--- src/rtl/inst_encode_issue.sv ---
// Encodes field-level requests into big-endian [0:31] words, queues them and issues them to fetch, with VNOP bubbles after branches.
// Latency: two edges from acceptance to out_valid. Backpressure: in_ready drops when the FIFO is full or a flush is asserted.
module inst_encode_issue #(
  parameter int DEPTH     = 4,
  parameter int NOP_SLOTS = 1
) (
  input  logic                     clk,
  input  logic                     reset_n,
  input  logic                     in_valid,
  output logic                     in_ready,
  input  logic [2:0]               in_kind,
  input  logic [0:4]               in_rd,
  input  logic [0:4]               in_ra,
  input  logic [0:4]               in_rb,
  input  logic [0:2]               in_ppp,
  input  logic [0:1]               in_ww,
  input  logic [0:5]               in_op,
  input  logic [0:15]              in_imm,
  input  logic                     flush,
  output logic                     out_valid,
  input  logic                     out_ready,
  output logic [0:31]              out_inst,
  output logic                     err_pulse,
  output logic [7:0]               err_cnt,
  output logic [$clog2(DEPTH):0]   fifo_level
);

  localparam int AW     = $clog2(DEPTH);
  localparam int LW     = AW + 1;
  localparam int NOP_M1 = (NOP_SLOTS > 0) ? NOP_SLOTS - 1 : 0;
  localparam logic [2:0]  BUB_RELOAD = 3'(NOP_M1);
  localparam logic [0:31] VNOP_WORD  = 32'hF000_0000;

  logic [0:31]   mem_q [DEPTH];
  logic [0:31]   mem_d [DEPTH];
  logic [AW-1:0] wr_ptr_q, wr_ptr_d, rd_ptr_q, rd_ptr_d;
  logic [LW-1:0] level_q, level_d;
  logic          out_vld_q, out_vld_d;
  logic [0:31]   out_inst_q, out_inst_d;
  logic [2:0]    bub_cnt_q, bub_cnt_d;
  logic          err_pulse_q, err_pulse_d;
  logic [7:0]    err_cnt_q, err_cnt_d;

  logic [0:31] enc_word;
  logic        enc_bad;
  logic        full, accept, push, reject, pop, consume, load_en, out_is_branch;

  always_comb begin
    enc_word = '0;
    enc_bad  = 1'b0;
    case (in_kind)
      3'd0: begin
        enc_word = {6'b101010, in_rd, in_ra, in_rb, in_ppp, in_ww, in_op};
        // Decode ignores rB for these opcodes; a nonzero rB would be silently dropped.
        enc_bad  = (in_rb != 5'd0) &&
                   (in_op inside {6'b000100, 6'b000101, 6'b001101,
                                  6'b010000, 6'b010001, 6'b010010});
      end
      3'd1:    enc_word = {6'b100000, in_rd, 5'd0, in_imm};
      3'd2:    enc_word = {6'b100001, in_rd, 5'd0, in_imm};
      3'd3:    enc_word = {6'b100010, in_rd, 5'd0, in_imm};
      3'd4:    enc_word = {6'b100011, in_rd, 5'd0, in_imm};
      3'd5:    enc_word = VNOP_WORD;
      default: enc_bad  = 1'b1;
    endcase
  end

  assign full          = (level_q == LW'(DEPTH));
  assign in_ready      = !full && !flush;
  assign accept        = in_valid && in_ready;
  assign push          = accept && !enc_bad;
  assign reject        = accept && enc_bad;
  assign consume       = out_vld_q && out_ready;
  assign load_en       = !out_vld_q || consume;
  assign out_is_branch = (out_inst_q[0:4] == 5'b10001);

  always_comb begin
    mem_d       = mem_q;
    wr_ptr_d    = wr_ptr_q;
    rd_ptr_d    = rd_ptr_q;
    level_d     = level_q;
    out_vld_d   = out_vld_q;
    out_inst_d  = out_inst_q;
    bub_cnt_d   = bub_cnt_q;
    pop         = 1'b0;
    err_pulse_d = reject;
    err_cnt_d   = err_cnt_q;
    if (reject && (err_cnt_q != 8'hFF)) begin
      err_cnt_d = err_cnt_q + 8'd1;
    end

    if (flush) begin
      wr_ptr_d  = '0;
      rd_ptr_d  = '0;
      level_d   = '0;
      out_vld_d = 1'b0;
      bub_cnt_d = '0;
    end else begin
      if (push) begin
        mem_d[wr_ptr_q] = enc_word;
        wr_ptr_d        = wr_ptr_q + AW'(1);
      end
      if (load_en) begin
        if (consume && out_is_branch && (NOP_SLOTS > 0)) begin
          out_inst_d = VNOP_WORD;
          bub_cnt_d  = BUB_RELOAD;
        end else if (bub_cnt_q != 3'd0) begin
          out_vld_d  = 1'b1;
          out_inst_d = VNOP_WORD;
          bub_cnt_d  = bub_cnt_q - 3'd1;
        end else if (level_q != '0) begin
          pop        = 1'b1;
          out_vld_d  = 1'b1;
          out_inst_d = mem_q[rd_ptr_q];
          rd_ptr_d   = rd_ptr_q + AW'(1);
        end else begin
          out_vld_d  = 1'b0;
        end
      end
      level_d = level_q + LW'(push) - LW'(pop);
    end
  end

  always_ff @(posedge clk or negedge reset_n) begin
    if (!reset_n) begin
      for (int i = 0; i < DEPTH; i++) mem_q[i] <= '0;
      wr_ptr_q    <= '0;
      rd_ptr_q    <= '0;
      level_q     <= '0;
      out_vld_q   <= 1'b0;
      out_inst_q  <= '0;
      bub_cnt_q   <= '0;
      err_pulse_q <= 1'b0;
      err_cnt_q   <= '0;
    end else begin
      mem_q       <= mem_d;
      wr_ptr_q    <= wr_ptr_d;
      rd_ptr_q    <= rd_ptr_d;
      level_q     <= level_d;
      out_vld_q   <= out_vld_d;
      out_inst_q  <= out_inst_d;
      bub_cnt_q   <= bub_cnt_d;
      err_pulse_q <= err_pulse_d;
      err_cnt_q   <= err_cnt_d;
    end
  end

  assign out_valid  = out_vld_q;
  assign out_inst   = out_inst_q;
  assign err_pulse  = err_pulse_q;
  assign err_cnt    = err_cnt_q;
  assign fifo_level = level_q;

endmodule
--- config.mk ---
export PLATFORM = sky130hd
export DESIGN_NAME = inst_encode_issue
export DESIGN_NICKNAME = d
export VERILOG_FILES = /design/src/rtl/inst_encode_issue.sv
export SDC_FILE = /design/constraint.sdc
export NUM_CORES = 1
export LEC_CHECK = 0
export CORE_MARGIN = 2
export CORE_UTILIZATION = 30
export CTS_CLUSTER_SIZE = 16
export DETAILED_ROUTE_END_ITERATION = 8
export PLACE_DENSITY = 0.56
export REMOVE_ABC_BUFFERS = 1
export SLEW_MARGIN = 30
export SYNTH_ARGS = -nofsm -noshare
export SYNTH_HDL_FRONTEND = slang
export SYNTH_SLANG_ARGS = --single-unit
--- constraint.sdc ---
create_clock -name clk -period 7.39 [get_ports clk]
set_input_delay 1.1085 -clock clk [delete_from_list [all_inputs] [get_ports clk]]
set_output_delay 1.1085 -clock clk [all_outputs]
set_load 0.02 [all_outputs]
; ---- After elaboration in Yosys (flattened, before gate mapping)
; Index checks and enable logic that the tools add are counted.
[classes]
n_div = 0
shifts = 0
n_reduce_logical = 30
addsub = 6
mux = 32
mul = 0
n_eq_ne = 16
bitwise_logic = 3
n_lt_le_gt_ge = 3
[ops]
columns = operator, count
row1 = 32-bit two-way mux, 6
row2 = 32-bit one-hot mux with 6 select lines, 1
row3 = 128-bit bitwise mux, 1
row4 = 32-bit binary-select mux with 2-bit select, 1
row5 = 32-bit demux with 2-bit select, 1
row6 = 6-bit by 5-bit == test with 1-bit output (second input constant), 3
row7 = 3-bit two-way mux, 5
row8 = 2-bit two-way mux, 7
row9 = 6-bit by 3-bit == test with 1-bit output (second input constant), 2
row10 = 3-bit nonzero test, 4
row11 = 3-bit == test (second input constant), 3
row12 = 1-bit logical AND, 9
row13 = 1-bit two-way mux, 9
row14 = 8-bit by 1-bit adder with 8-bit output (second input constant), 1
row15 = 8-bit != test (second input constant), 1
row16 = 3-bit by 2-bit == test with 1-bit output (second input constant), 2
row17 = 6-bit by 4-bit == test with 1-bit output (second input constant), 1
row18 = 3-bit greater-or-equal comparator (second input constant), 2
row19 = 2-bit inverter with 3-bit output, 2
row20 = 2-bit AND reduction, 3
row21 = 2-bit nonzero test, 3
row22 = 6-bit nonzero test, 1
row23 = 5-bit == test (second input constant), 1
row24 = 5-bit nonzero test, 1
row25 = 15 further kinds, 20
[word_totals]
inputBits = 50
word_cells = 102
mem_bits_rw = 0
regBits = 180
latchBits = 0
n_memories = 0
rom_bits = 0
output_inout_bits = 46

; ---- Logic depth before layout (Yosys ltp)
[depth]
word_depth = 9
mapped_depth = 12
mapped_depth_nobuf = 12

; ---- Worst setup path after synthesis
; OpenSTA, ideal clock, no wires.
[synth_path]
path_kind = input to register
start = in in_rb[3] (netlist bit)
end = reg level_q[2], in the netlist fifo_level[2]
setup_ps = 132
t_arrival_ps = 3116
slack_ps = 4142
n_path_buf = 0
path_stages = 10
required_ps = 7258
path_cell_list = or4_4 o22ai_4 o21ai_1 ha_1 inv_1 ha_1 inv_1 fa_1 xnor2_1 nor2_1
[synth_via]
elab_chain_len = 8
[synth_lines]
columns = element, line
row1 = from (decl), 14  ; input logic [0:4] in_rb,
row2 = 5-bit nonzero test, 55  ; enc_bad = (in_rb != 5'd0) &&
row3 = 1-bit logical AND, 55
row4 = 1-bit one-hot mux with 2 select lines, 51  ; case (in_kind)
row5 = 1-bit zero test, 71  ; assign push = accept && !enc_bad;
row6 = 1-bit logical AND, 71
row7 = 3-bit by 1-bit adder with 3-bit output, 120  ; level_d = level_q + LW'(push) - LW'(pop);
row8 = 3-bit by 1-bit subtractor with 3-bit output, 120
row9 = 3-bit two-way mux, 92  ; if (flush) begin
row10 = net level_d[2], 37  ; logic [LW-1:0] level_q, level_d;
row11 = to (signal assigned), 139  ; level_q <= level_d;
row12 = to (decl), 37
; The timed path passes the listed nets, and every way through them passes these cells.
; A chain may end at the register's enable or synchronous reset.

; ---- Worst setup path after layout
[layout_path]
start = in flush
end = out in_ready
[layout_via]
elab_chain_len = 2
[layout_lines]
columns = element, line
row1 = from (decl), 19  ; input logic flush,
row2 = 1-bit zero test, 69  ; assign in_ready = !full && !flush;
row3 = 1-bit logical AND, 69
row4 = to (decl), 10  ; output logic in_ready,
; No other way between the ends.

==> results.sh <==
export IMPL_p_clk_frac=0.306
export IMPL_status="complete, no violations"
export IMPL_die_w_um=164
export IMPL_syn_to_final_growth_pct=24.8
export IMPL_cts_tree="done"
export IMPL_yosys_area_share_adder=0.0172
export IMPL_p_leak_uw=0.00405
export IMPL_fillCellCount=2504
export IMPL_row_count=58
export IMPL_synth_area_per_cell_um2=10.6
export IMPL_hold_path_class="flop to flop"
export IMPL_drv_cap=0
export IMPL_ioPinCount=96
export IMPL_grt_max_degree=103
export IMPL_synth_compound_area_share=0.138
export IMPL_grt_pass1_wl_um=29800
export IMPL_powerDensity_nw_per_um2=328
export IMPL_crit_top_cell="clkdlybuf4s50_1"
export IMPL_critPathTopFamily="buffers and inverters"
export IMPL_hold_viol=0
export IMPL_ys_types=42
export IMPL_path_clk_slew_ps=60
export IMPL_ant_nets=0
export IMPL_fmax_ghz=0.250
export IMPL_cts_resized=0
export IMPL_dpl_hpwl_um=11400
export IMPL_netlist_area_um2=7700
export IMPL_tns_ps=0
export IMPL_ff2ff_setup_slack_ps=4470
export IMPL_slew_violations=0
export IMPL_fin_nets=863
export IMPL_ys_warn_count=0
export IMPL_synth_most_common_cell="nand2_1"
export IMPL_seqPwrFrac=0.424
export IMPL_setup_ws_ps=3390
export IMPL_viasPerCell=4.66
export IMPL_yosysSeqAreaShare=0.568
export IMPL_drc=0
export IMPL_setup_violations_final=0
export IMPL_end_kind="primary output"
export IMPL_die_y_um=164
export IMPL_synth_top_family_by_area="compound AO/OA/AOI/OAI gates"
export IMPL_port_buffers=95
export IMPL_period_share=0.541
export IMPL_dr_total_vias=5327
export IMPL_ys_ff_latch=175
export IMPL_cts_buffer_depth=2
export IMPL_drt_iter0_drc=261
export IMPL_crit_path_start_kind="input port"
export IMPL_synthFlopType="dfrtp_1"
export IMPL_totalWireLength_um=18000
export IMPL_synth_simple_area_share=0.135
export IMPL_drt_pass1_iter_count=4
export IMPL_dieArea_um2=27000
export IMPL_vdd_drop_max_mv=0.130
export IMPL_wire_per_inst_um=15.7
export IMPL_grt_util_all_layers=0.143
export IMPL_criticalPathCategory="input port to primary output"
export IMPL_swShare=0.307
export IMPL_pre_cts_ws_ps=3000
export IMPL_htree_levels=4
export IMPL_cts_setup_buffers=0
export IMPL_n_antenna_cell=0
export IMPL_p_sw_uw=969
export IMPL_cts_made_buffers=17
export IMPL_worstPathArrival_ps=2890
export IMPL_fin_skew_ps=9.58
export IMPL_cp_required_ps=6280
export IMPL_holdWs_ps=459
export IMPL_max_stage_delay_ps=680
export IMPL_comb_power_share=0.271
export IMPL_cts_hold_buffers=0
export IMPL_grt_pass1_vias=5574
export IMPL_yosysTopAreaCell="dfrtp_1"
export IMPL_cts_sinks=175
export IMPL_yosys_top_cells_area="dfrtp_1 (57%), nand2_1 (9.6%), mux4_2 (9.1%), o21ai_0 (7.0%), o21ai_1 (3.0%)"
export IMPL_crit_chain="clkdlybuf4s50_1 > a21oi_1 > clkdlybuf4s50_1"
export IMPL_start_util=0.306
export IMPL_fin_crit_ps=4000
export IMPL_path_max_fanout=14
export IMPL_grt_ovfl_total=0
export IMPL_rsz0062_at_grt="false"
export IMPL_relSlewSlack=0.389
export IMPL_syn_inst=728
export IMPL_core_um2=25200
export IMPL_worst_pin_slew_ps=917
export IMPL_synth_xor_area_share=0.0136
export IMPL_worst_path_buf_inv=2
export IMPL_synth_edf_count=0
export IMPL_p_int_uw=2190
export IMPL_synthMuxAreaShare=0.0962
export IMPL_crit_slowest_cell="clkdlybuf4s50_1"
export IMPL_synth_top_area_frac=0.568
export IMPL_synthTopCellsByCount="nand2_1 (197), dfrtp_1 (175), o21ai_0 (108), o21ai_1 (46), clkbuf_1 (37)"
export IMPL_clkLatencyLatePin_ps=430
export IMPL_gp_congestion=0.733
export IMPL_async_reset_ff_frac=1.00
export IMPL_cts_root_buf="clkbuf_16"
export IMPL_antenna_found_initial=0
export IMPL_drive_gt1_frac=0.104
-- logic make-up after synthesis --
logic type | count (synthesis)
xor gates and xnor gates | 12
muxes | 35
and+or+nand+nor | 247
DFF | 175
AOI/OAI and AO/OA | 189
adders and majority gates | 10
buffers and inverters | 60
-- cells in the final DEF (no fill, tap or decap), drive strengths merged, types with 3 or more instances in the layout --
master and n:
a21oi 5, a22oi 18, and3 3, buf 10, bufinv 4, clkbuf 21
clkdlybuf4s50 94, clkinv 3, clkinvlp 3, dfrtp 175, ha 9, inv 11
mux4 31, nand2 197, nand2b 8, nand3b 3, nand4 4, nor2 16
nor2b 4, nor3 3, nor3b 3, o211ai 4, o21ai 155, xnor2 10
-- final cells by class --
class / count / area, µm² / area share
clock buffer: 20 / 467 / 0.0485
clock inverter: 10 / 161 / 0.0168
inverter: 11 / 41.3 / 0.00429
multi-input combinational: 493 / 3120 / 0.324
sequential: 175 / 4380 / 0.456
tap: 330 / 413 / 0.0429
timing repair buffer: 105 / 1030 / 0.107
-- metal layers --
layer  part of all wire  track usage  up-vias
li1                   -            -     2660
met1               0.47        0.187     2577
met2               0.48        0.238       77
met3              0.040       0.0369       13
met4             0.0092       0.0347        0
met5                  0            0        -
-- registers in the layout, indices dropped and copies added, names as in the netlist --
name	count
fifo_level	3
err_pulse	1
out_inst	31
bub_cnt_q	3
out_valid	1
wr_ptr_q	2
mem_q	124
err_cnt	8
rd_ptr_q	2
-- worst paths after layout --
path | endpoint | depth (start not counted) | startpoint
worst max-delay path | in_ready | 3 | flush
worst min-delay path | mem_q[63] | 1 | mem_q[63]
worst max register to register | fifo_level[2] | 10 | fifo_level[1]
worst min register to register | mem_q[63] | 1 | mem_q[63]
max in group asynchronous | err_cnt[0] | 2 | reset_n
min in group asynchronous | out_inst[12] | 1 | reset_n
-- power groups by stage --
stage | Clock (µW) | Sequential, µW | Combinational (µW)
after CTS | 984 | 1340 | 876
after global placement | 0 | 1350 | 863
after floorplan | 0 | 1410 | 446
after global routing | 1030 | 1370 | 958
final | 964 | 1340 | 855
after detailed placement | 0 | 1360 | 875
-- stage by stage --
step / instances / power [µW] / utilization / instance area [µm²]
floorplan: 679 / 1860 / - / 7500
global placement: 1114 / 2220 / 0.357 / 8980
detailed placement: 1114 / 2230 / 0.357 / 8980
CTS: 1144 / 3200 / 0.382 / 9610
global route: 1144 / 3360 / 0.382 / 9610
finish: 1144 / 3160 / 0.382 / 9610
(Power assumes the default switching activity.)
